[src/rtl/uart_pkg.sv]
`default_nettype none
// ============================================================================
// Module      : uart_pkg
// Description : Shared constants and helpers for the UART transmit path.
//               - UART_FRAME_BITS : start + 8 data + stop bits per frame
//               - ST_IDLE/ST_WAIT : frame-scheduler state encoding
//               - uart_div()      : clocks per bit from clock and baud rate
// Revision    : 1.0 - initial release
// ============================================================================
package uart_pkg;

    localparam int UART_FRAME_BITS = 10;

    localparam logic [0:0] ST_IDLE = 1'b0;
    localparam logic [0:0] ST_WAIT = 1'b1;

    // Clocks per bit; integer floor, identical to what uart_tx uses.
    function automatic int uart_div(input int freq, input int rate);
        return freq / rate;
    endfunction

endpackage
`default_nettype wire

[src/rtl/rr_pick.sv]
`default_nettype none
// ============================================================================
// Module      : rr_pick
// Description : Combinational round-robin picker. Finds the first set bit of
//               req_i searching upward from start_i, wrapping modulo N.
// Ports       : req_i   [N-1:0]  request vector
//               start_i [IW-1:0] index with highest priority
//               found_o          any request set
//               idx_o   [IW-1:0] winning index (0 when none)
// Revision    : 1.0 - initial release
// ============================================================================
module rr_pick
    import uart_pkg::*;
#(
    parameter int N  = 4,
    parameter int IW = $clog2(N)
) (
    input  logic [N-1:0]  req_i,
    input  logic [IW-1:0] start_i,
    output logic          found_o,
    output logic [IW-1:0] idx_o
);

    int k;

    // Walk offsets from the far end back to offset 0 so the closest request
    // to start_i is the last one written and therefore wins.
    always_comb begin
        found_o = 1'b0;
        idx_o   = '0;
        k       = 0;
        for (int i = N - 1; i >= 0; i--) begin
            k = int'(start_i) + i;
            if (k >= N) begin
                k = k - N;
            end
            if (req_i[IW'(k)]) begin
                found_o = 1'b1;
                idx_o   = IW'(k);
            end
        end
    end

endmodule
`default_nettype wire

[src/rtl/uart_tx_arb.sv]
`default_nettype none
// ============================================================================
// Module      : uart_tx_arb
// Description : Round-robin arbiter and frame scheduler sharing one uart_tx
//               between N byte producers. Grants one byte per frame, holds
//               off for a full frame, and supports locked multi-byte messages.
// Ports       : clk, rst_n (async, active-low)
//               i_req[N], i_data[N*8], i_last[N] : per-requester byte handshake
//               o_ack[N]  : one-cycle pulse, byte of requester k taken
//               o_data[8], o_start : to uart_tx i_data / i_start
//               o_owner   : index of last granted requester
//               o_busy    : frame in flight or lock held
// Revision    : 1.0 - initial release
// ============================================================================
module uart_tx_arb
    import uart_pkg::*;
#(
    parameter int FREQ = 50_000_000,
    parameter int RATE = 115_200,
    parameter int N    = 4
) (
    input  logic                 clk,
    input  logic                 rst_n,
    input  logic [N-1:0]         i_req,
    input  logic [N*8-1:0]       i_data,
    input  logic [N-1:0]         i_last,
    output logic [N-1:0]         o_ack,
    output logic [7:0]           o_data,
    output logic                 o_start,
    output logic [$clog2(N)-1:0] o_owner,
    output logic                 o_busy
);

    localparam int DIV   = uart_div(FREQ, RATE);
    localparam int FRAME = UART_FRAME_BITS * DIV;
    localparam int CW    = $clog2(FRAME);
    localparam int IW    = $clog2(N);

    logic [0:0]    state_q, state_d;
    logic          lock_q,  lock_d;
    logic [CW-1:0] cnt_q,   cnt_d;
    logic [IW-1:0] ptr_q,   ptr_d;     // next round-robin start index
    logic [IW-1:0] owner_q, owner_d;
    logic [N-1:0]  ack_q,   ack_d;
    logic [7:0]    data_q,  data_d;
    logic          start_q, start_d;

    logic [N-1:0]  pick_req;
    logic [IW-1:0] pick_start;
    logic          pick_found;
    logic [IW-1:0] pick_idx;

    // While locked, only the owner is visible to the picker; searching from
    // the owner index then returns the owner or nothing.
    assign pick_req   = lock_q ? (i_req & ({{(N-1){1'b0}}, 1'b1} << owner_q)) : i_req;
    assign pick_start = lock_q ? owner_q : ptr_q;

    rr_pick #(
        .N  (N),
        .IW (IW)
    ) u_pick (
        .req_i   (pick_req),
        .start_i (pick_start),
        .found_o (pick_found),
        .idx_o   (pick_idx)
    );

    always_comb begin
        state_d = state_q;
        lock_d  = lock_q;
        cnt_d   = cnt_q;
        ptr_d   = ptr_q;
        owner_d = owner_q;
        ack_d   = '0;
        data_d  = data_q;
        start_d = 1'b0;
        case (state_q)
            ST_IDLE: begin
                if (pick_found) begin
                    state_d         = ST_WAIT;
                    start_d         = 1'b1;
                    ack_d[pick_idx] = 1'b1;
                    data_d          = i_data[{pick_idx, 3'b000} +: 8];
                    owner_d         = pick_idx;
                    ptr_d           = (pick_idx == IW'(N - 1)) ? '0 : pick_idx + 1'b1;
                    lock_d          = ~i_last[pick_idx];
                    cnt_d           = '0;
                end
            end
            ST_WAIT: begin
                // Counter is 0 on the o_start cycle, so WAIT spans FRAME cycles.
                if (cnt_q == CW'(FRAME - 1)) begin
                    state_d = ST_IDLE;
                    cnt_d   = '0;
                end else begin
                    cnt_d = cnt_q + 1'b1;
                end
            end
            default: state_d = ST_IDLE;
        endcase
    end

    always_ff @(posedge clk or negedge rst_n) begin
        if (!rst_n) begin
            state_q <= ST_IDLE;
            lock_q  <= 1'b0;
            cnt_q   <= '0;
            ptr_q   <= '0;
            owner_q <= '0;
            ack_q   <= '0;
            data_q  <= '0;
            start_q <= 1'b0;
        end else begin
            state_q <= state_d;
            lock_q  <= lock_d;
            cnt_q   <= cnt_d;
            ptr_q   <= ptr_d;
            owner_q <= owner_d;
            ack_q   <= ack_d;
            data_q  <= data_d;
            start_q <= start_d;
        end
    end

    assign o_ack   = ack_q;
    assign o_data  = data_q;
    assign o_start = start_q;
    assign o_owner = owner_q;
    assign o_busy  = (state_q == ST_WAIT) | lock_q;

endmodule
`default_nettype wire
[config.mk]
export PLATFORM = sky130hd
export DESIGN_NAME = uart_tx_arb
export DESIGN_NICKNAME = d
export VERILOG_FILES = /design/src/rtl/uart_pkg.sv /design/src/rtl/rr_pick.sv /design/src/rtl/uart_tx_arb.sv
export SDC_FILE = /design/constraint.sdc
export NUM_CORES = 1
export LEC_CHECK = 0
export ABC_AREA = 1
export CAP_MARGIN = 20
export CORE_MARGIN = 1
export CORE_UTILIZATION = 40
export CTS_BUF_LIST = sky130_fd_sc_hd__clkbuf_4 sky130_fd_sc_hd__clkbuf_8
export DETAILED_ROUTE_END_ITERATION = 8
export PLACE_DENSITY_LB_ADDON = 0.12
export SYNTH_ARGS = -nofsm -noshare
export SYNTH_HDL_FRONTEND = slang
export SYNTH_SLANG_ARGS = --single-unit
[constraint.sdc]
create_clock -name clk -period 2.2 [get_ports clk]
set_input_delay 0.44 -clock clk [delete_from_list [all_inputs] [get_ports clk]]
set_output_delay 0.44 -clock clk [all_outputs]
set_load 0.05 [all_outputs]
Yosys cells after proc, flatten, opt, wreduce, memory -nomap -nowiden
Cells that the tools add are included.

storage, ports and cells
  register bits after elaboration = 32
  bits in latches = 0
  memory bits (writable) = 0
  bits in read-only memories = 0
  input port bits = 42
  memories kept = 0

cells by class
  add/sub/neg operators = 9
  multipliers = 0
  divide/modulo/power cells = 0
  $lt $le $gt $ge = 10
  equal/unequal tests = 3
  shifts and indexed selects = 2
  mux-type cells = 40
  bitwise gates (word level) = 4
  reduce and logical (&&, ||, !) cells = 2

operators by type and width
  kind                     number
  $shiftx A32 B6 Y8        1
  $mux W13                 2
  $pmux W13 S2             1
  $mux W2                  10
  $mux W1                  17
  $lt A2 B4 Y1 const B     4
  $add A13 B1 Y13 const B  1
  $eq A13 B13 Y1 const B   1
  $mux W4                  3
  $bmux W1 S2              5
  $ge A3 B3 Y1 const B     3
  $sub A2 B1 Y2 const B    4
  $add A2 B2 Y3 const B    2
  $and A4 B4 Y4            1
  $shl A1 B2 Y4 const A    1
  $add A2 B1 Y3 const B    1
  $ge A2 B3 Y1 const B     1
  $lt A2 B3 Y1 const B     1
  $add A2 B1 Y2 const B    1
  $demux W1 S2             1
  $eq A2 B2 Y1 const B     1
  $ge A2 B1 Y1 const B     1
  $ne A2 B2 Y1 const B     1
  $not A1 Y1               2
  4 further kinds          4

Depth between registers and ports, before layout
  depth in word-level cells = 17
  gate-level depth with buffers = 17

Hierarchy
A second synthesis with hierarchy kept.

unflattened totals
  cells, all modules = 293
  area total of the unflattened synthesis = 2089.5 um^2

by module, submodules not included
  module       times used  cells an instance  area an instance (um^2)  sequential area each (um^2)
  uart_tx_arb  1           247                1876.8                   800.8
  rr_pick      1           46                 212.7                    0.0

Worst setup path before layout
No wires, ideal clock.

  path kind = reg2reg
  start point = register owner_q[1], in the netlist o_owner[1]
  end point = register ptr_q[1]
  library setup time = 0.127 ns
  arrival time = 2.088 ns
  slack = -0.014 ns
  stages on the path, launching flop included = 15
  buffers on the path = 1
  clock period less this slack = 2.214 ns
  path through = dfrtp_1 > nand2_1 > inv_1 > nor2_2 > nand2_1 > nand2_1 > nand2_1 > and2_4 > nand2_2 > nand2_4 > nand2_4 > buf_6 > ha_1 > nand2_1 > o21ai_0

on the way
  word-level cells in the longest chain between the ends = 13

RTL lines
  what                                           RTL line                      text
  from (decl)                                    uart_tx_arb.sv:43             logic [IW-1:0] owner_q, owner_d;
  from (signal assigned)                         uart_tx_arb.sv:118            owner_q <= owner_d;
  $mux W2                                        uart_tx_arb.sv:56             assign pick_start = lock_q ? owner_q : ptr_q;
  $add A2 B2 Y3                                  rr_pick.sv:33                 k = int'(start_i) + i;
  $ge A3 B3 Y1 or $sub A2 B1 Y2 (tied branches)  rr_pick.sv:34, rr_pick.sv:35
  $mux W2                                        rr_pick.sv:34                 if (k >= N) begin
  $bmux W1 S2                                    rr_pick.sv:37                 if (req_i[IW'(k)]) begin
  $mux W1 (not written as such) (2 in a row)     rr_pick.sv:37
  $mux W2 (4 in a row)                           rr_pick.sv:37
  $add A2 B1 Y2 or $eq A2 B2 Y1 (tied branches)  uart_tx_arb.sv:85             ptr_d = (pick_idx == IW'(N - 1)) ? '0 : pick_idx + 1'b1;
  $mux W2                                        uart_tx_arb.sv:85
  to (signal assigned)                           uart_tx_arb.sv:117            ptr_q <= ptr_d;
  to (decl)                                      uart_tx_arb.sv:42             logic [IW-1:0] ptr_q, ptr_d;

Several ways; a longest one is shown, not always the timed one. The select of a mux whose other input is x is not followed.
A chain may end at the register's enable or synchronous reset.

Worst setup path after layout
  start point = register lock_q
  end point = register ptr_q[1]

on the way
  word-level cells in the longest chain between the ends = 13

RTL lines
  what                                           RTL line                      text
  from (decl)                                    uart_tx_arb.sv:40             logic lock_q, lock_d;
  from (signal assigned)                         uart_tx_arb.sv:115            lock_q <= lock_d;
  $mux W2                                        uart_tx_arb.sv:56
  $add A2 B2 Y3                                  rr_pick.sv:33
  $ge A3 B3 Y1 or $sub A2 B1 Y2 (tied branches)  rr_pick.sv:34, rr_pick.sv:35
  $mux W2                                        rr_pick.sv:34
  $bmux W1 S2                                    rr_pick.sv:37
  $mux W1 (not written as such) (2 in a row)     rr_pick.sv:37
  $mux W2 (4 in a row)                           rr_pick.sv:37
  $add A2 B1 Y2 or $eq A2 B2 Y1 (tied branches)  uart_tx_arb.sv:85
  $mux W2                                        uart_tx_arb.sv:85

Several ways; a longest one is shown, not always the timed one. The select of a mux whose other input is x is not followed.

==> run metrics <==
crit path DAT ~2.3 ns; I/O pins 58; Vias between 2000 and 2500; CTS clk-pin slew, worst paths approximately 0.070 ns; multiplexer area fraction after synthesis 0%; Slew Limit Fails 0; Clock Latency Late Sink approximately 0.28 ns; min-delay src o_data[3]$_DFFE_PN0P_; total power between 1 and 1.5 mW; Setup crit end kind flip-flop; Std-Cell Rows 25; root buf cell clkbuf_8; worst clock skew 0.00734 ns; Rel. slew slack around two thirds; power per standard cell area about 460 nW/um2; die width ~74 um; Layout fillers about 440; CTS tree yes; number of buffers added on ports 57; Max FO, Critical Path 6; Comb power frac approximately 14%; area of placed instances 2770 um2; GRT Total Usage a little over a fifth; status completed; CP Launch Type flip-flop; share of layout cells above drive strength 1 between 10% and 20%; Simple-Gate Fraction of Synth Area about two fifths; xor/xnor cell area share of the yosys netlist 2.13%; Hold Path Class flip-flop to flip-flop; largest net degree at the start of global routing 33; Remaining DRCs 0; Remaining Overflow, GRT 0; Main synth FF type dfrtp_1; Starting Density between 40 and 50%; Seq pwr share a little over two fifths; most area-hungry cell type in the Yosys netlist dfrtp_1; Pint approximately 1 mW; Final setup viols 0; minimum clock period 2.10 ns; Post-synth EDFFs 0; Syn Inst Count 283; Synth Cell Area 2060 um2; Synth Area in Compound Gates under 10%; Avg Cell Area, Syn between 7 and 8 um2; Core Area roughly 4800 um2; Synth top cells by count 84 x nand2_1, 57 x nand3_1, 32 x dfrtp_1; Max Buffers Root-to-Sink 2; die area around 5400 um2; vias in the first global route 1915; Crit path buffers/inverters 2; chip height 73.7 um; worst path cell trace buf_4 -> nand2_2 -> nand2_4 -> nand2_1 -> nand3_1 -> nand2_2 -> inv_1 -> nand2_1 -> nand2_2 -> nand2_4 -> nand2_4 -> ha_1 -> nand2_1 -> o21ai_0; slew of the pin with the lowest slew margin 0.520 ns; Fin. Hold Viols 0; fmax about 0.48 GHz; WS Path Type flip-flop to flip-flop; LEAKAGE ~1.4 nW; GPL Wtd Cong a little under 0.9; internal reg-to-reg setup slack between 0.1 and 0.15 ns; drt pass-1 iters 5; cell with the most instances after synthesis nand2_1; top cells by area, synth dfrtp_1 39%, nand2_1 15%, nand3_1 14%, inv_1 4.9%, nor2_1 2.6%; first-pass GRT wire length 8700 um; sequential share of the synthesized area between 30% and 40%; flops & latches, synth 32; H-tree depth 2; Yosys cell types 34; switching pwr between 300 and 400 uW; violation count after the first detailed-route iteration approximately 100; delay-heaviest family, CP simple AND/OR/NAND/NOR gates; Nets 398; setup tns final 0 ns; RR Startpoint lock_q$_DFFE_PN0P_; Multi-input gate area 1100 um2; Post-Synth Adder-Cell Area under 10%; Req. time, crit path between 2 and 2.5 ns; HPWL after detailed placement between 3000 and 4000 um; Clock power frac between 40% and 50%; Hold-fix buffers, CTS 0; Synthesis Warnings 0; syn_nets 327; sequential cell area 803 um2; routed len/inst about 13 um; Synth top area share approximately two fifths; ys async rst share between 90% and 100%; CP startpoint lock_q$_DFFE_PN0P_; Final Cell Area between 2000 and 3000 um2; max-cap violation count 0; Via-to-Cell Ratio approximately 5; antenna violations before repair 0; max incr delay on CP approximately 0.46 ns; CTS Buf Count 5; Finished Layout Cells roughly 420; Routed WL around 5300 um; Area growth syn-to-layout 42.9%; remaining antenna violation count 0; Clock Sinks 32; ANT cells 0; Worst VDD drop 0.334 mV; Placed Cells between 400 and 500; Final Cycle Share roughly 95%; largest family of logic cells by synthesized area simple AND/OR/NAND/NOR gates; Max stage delay cell, worst path dfrtp_2; sw frac 23.5%
cell type report:
type	instances	share of cell area, %
multi-input combinational	212	37.3
sequential	32	27.3
timing repair buffer	72	24.7
inverter	31	4.04
tap	67	2.85
clock buffer	5	2.34
clock inverter	3	1.45
cell usage in the layout (no fill, tap or decap), types with 2 or more instances in the layout:
| cell | n |
|---|---|
| ha_1 | 2 |
| dfrtp_2 | 2 |
| inv_1 | 26 |
| nand3_1 | 56 |
| nand2_2 | 11 |
| buf_6 | 2 |
| nor3_1 | 2 |
| buf_12 | 3 |
| nand3_2 | 2 |
| dfrtp_1 | 30 |
| nor2_1 | 13 |
| o31ai_1 | 2 |
| a21oi_1 | 7 |
| o22ai_1 | 4 |
| nand2_4 | 3 |
| xor2_1 | 5 |
| buf_4 | 11 |
| nor2_2 | 3 |
| inv_2 | 4 |
| nand4_1 | 4 |
| clkbuf_8 | 5 |
| o21ai_0 | 7 |
| clkdlybuf4s50_1 | 56 |
| nand2_1 | 79 |
per-stage QoR:
step	setup WS [ns]	hold slack (ns)	utilization, %
floorplan	0.0573	0.144	-
global placement	-0.0381	0.465	57.1
detailed placement	-0.0452	0.468	57.1
CTS	0.0193	0.489	59.5
global route	-0.00750	0.507	60.6
finish	0.103	0.486	60.6
routing by layer:
metal	share of wire [%]	GRT usage (%)
met1	47	28.0
met2	46	33.8
met3	5.9	5.21
met4	0.87	5.56
met5	0	0
what timing repair did:
item | 4_1_cts | 5_1_grt
pin swaps | 0 | 2
endpoints found under the setup margin | 9 | 20
resized for setup | 2 | 11
buffers inserted | 0 | 3
state kept, by name, indices dropped and copies added (netlist names):
signal,cells
cnt_q,13
lock_q,1
o_ack,4
o_data,8
o_owner,2
o_start,1
ptr_q,2
state_q,1
cell families after synthesis:
family          Yosys count
compound gates           28
xor+xnor                  5
fa+ha+maj                 2
buf+inv                  39
flops                    32
simple gates            177
worst min-delay path: stages, from the launching register on:
cell and delay [ns]:
dfrtp_1 0.34, nand2_1 0.05, nand2_1 0.06
worst paths after layout:
path | to | depth (start not counted)
max | ptr_q[1]$_DFFE_PN0P_ | 14
min | o_data[3]$_DFFE_PN0P_ | 2
max reg2reg | ptr_q[1]$_DFFE_PN0P_ | 14
min reg2reg | o_data[3]$_DFFE_PN0P_ | 2
max in group asynchronous | o_owner[1]$_DFFE_PN0P_ | 2
min in group asynchronous | o_data[1]$_DFFE_PN0P_ | 2
power groups by stage:
stage               clock network, mW  registers, mW  logic [mW]
floorplan                           0          0.599      0.0774
global placement                    0          0.599       0.185
detailed placement                  0          0.599       0.185
CTS                             0.582          0.588       0.187
global route                    0.610          0.588       0.210
finish                          0.568          0.588       0.191
Power figures use the tool's default switching activity.
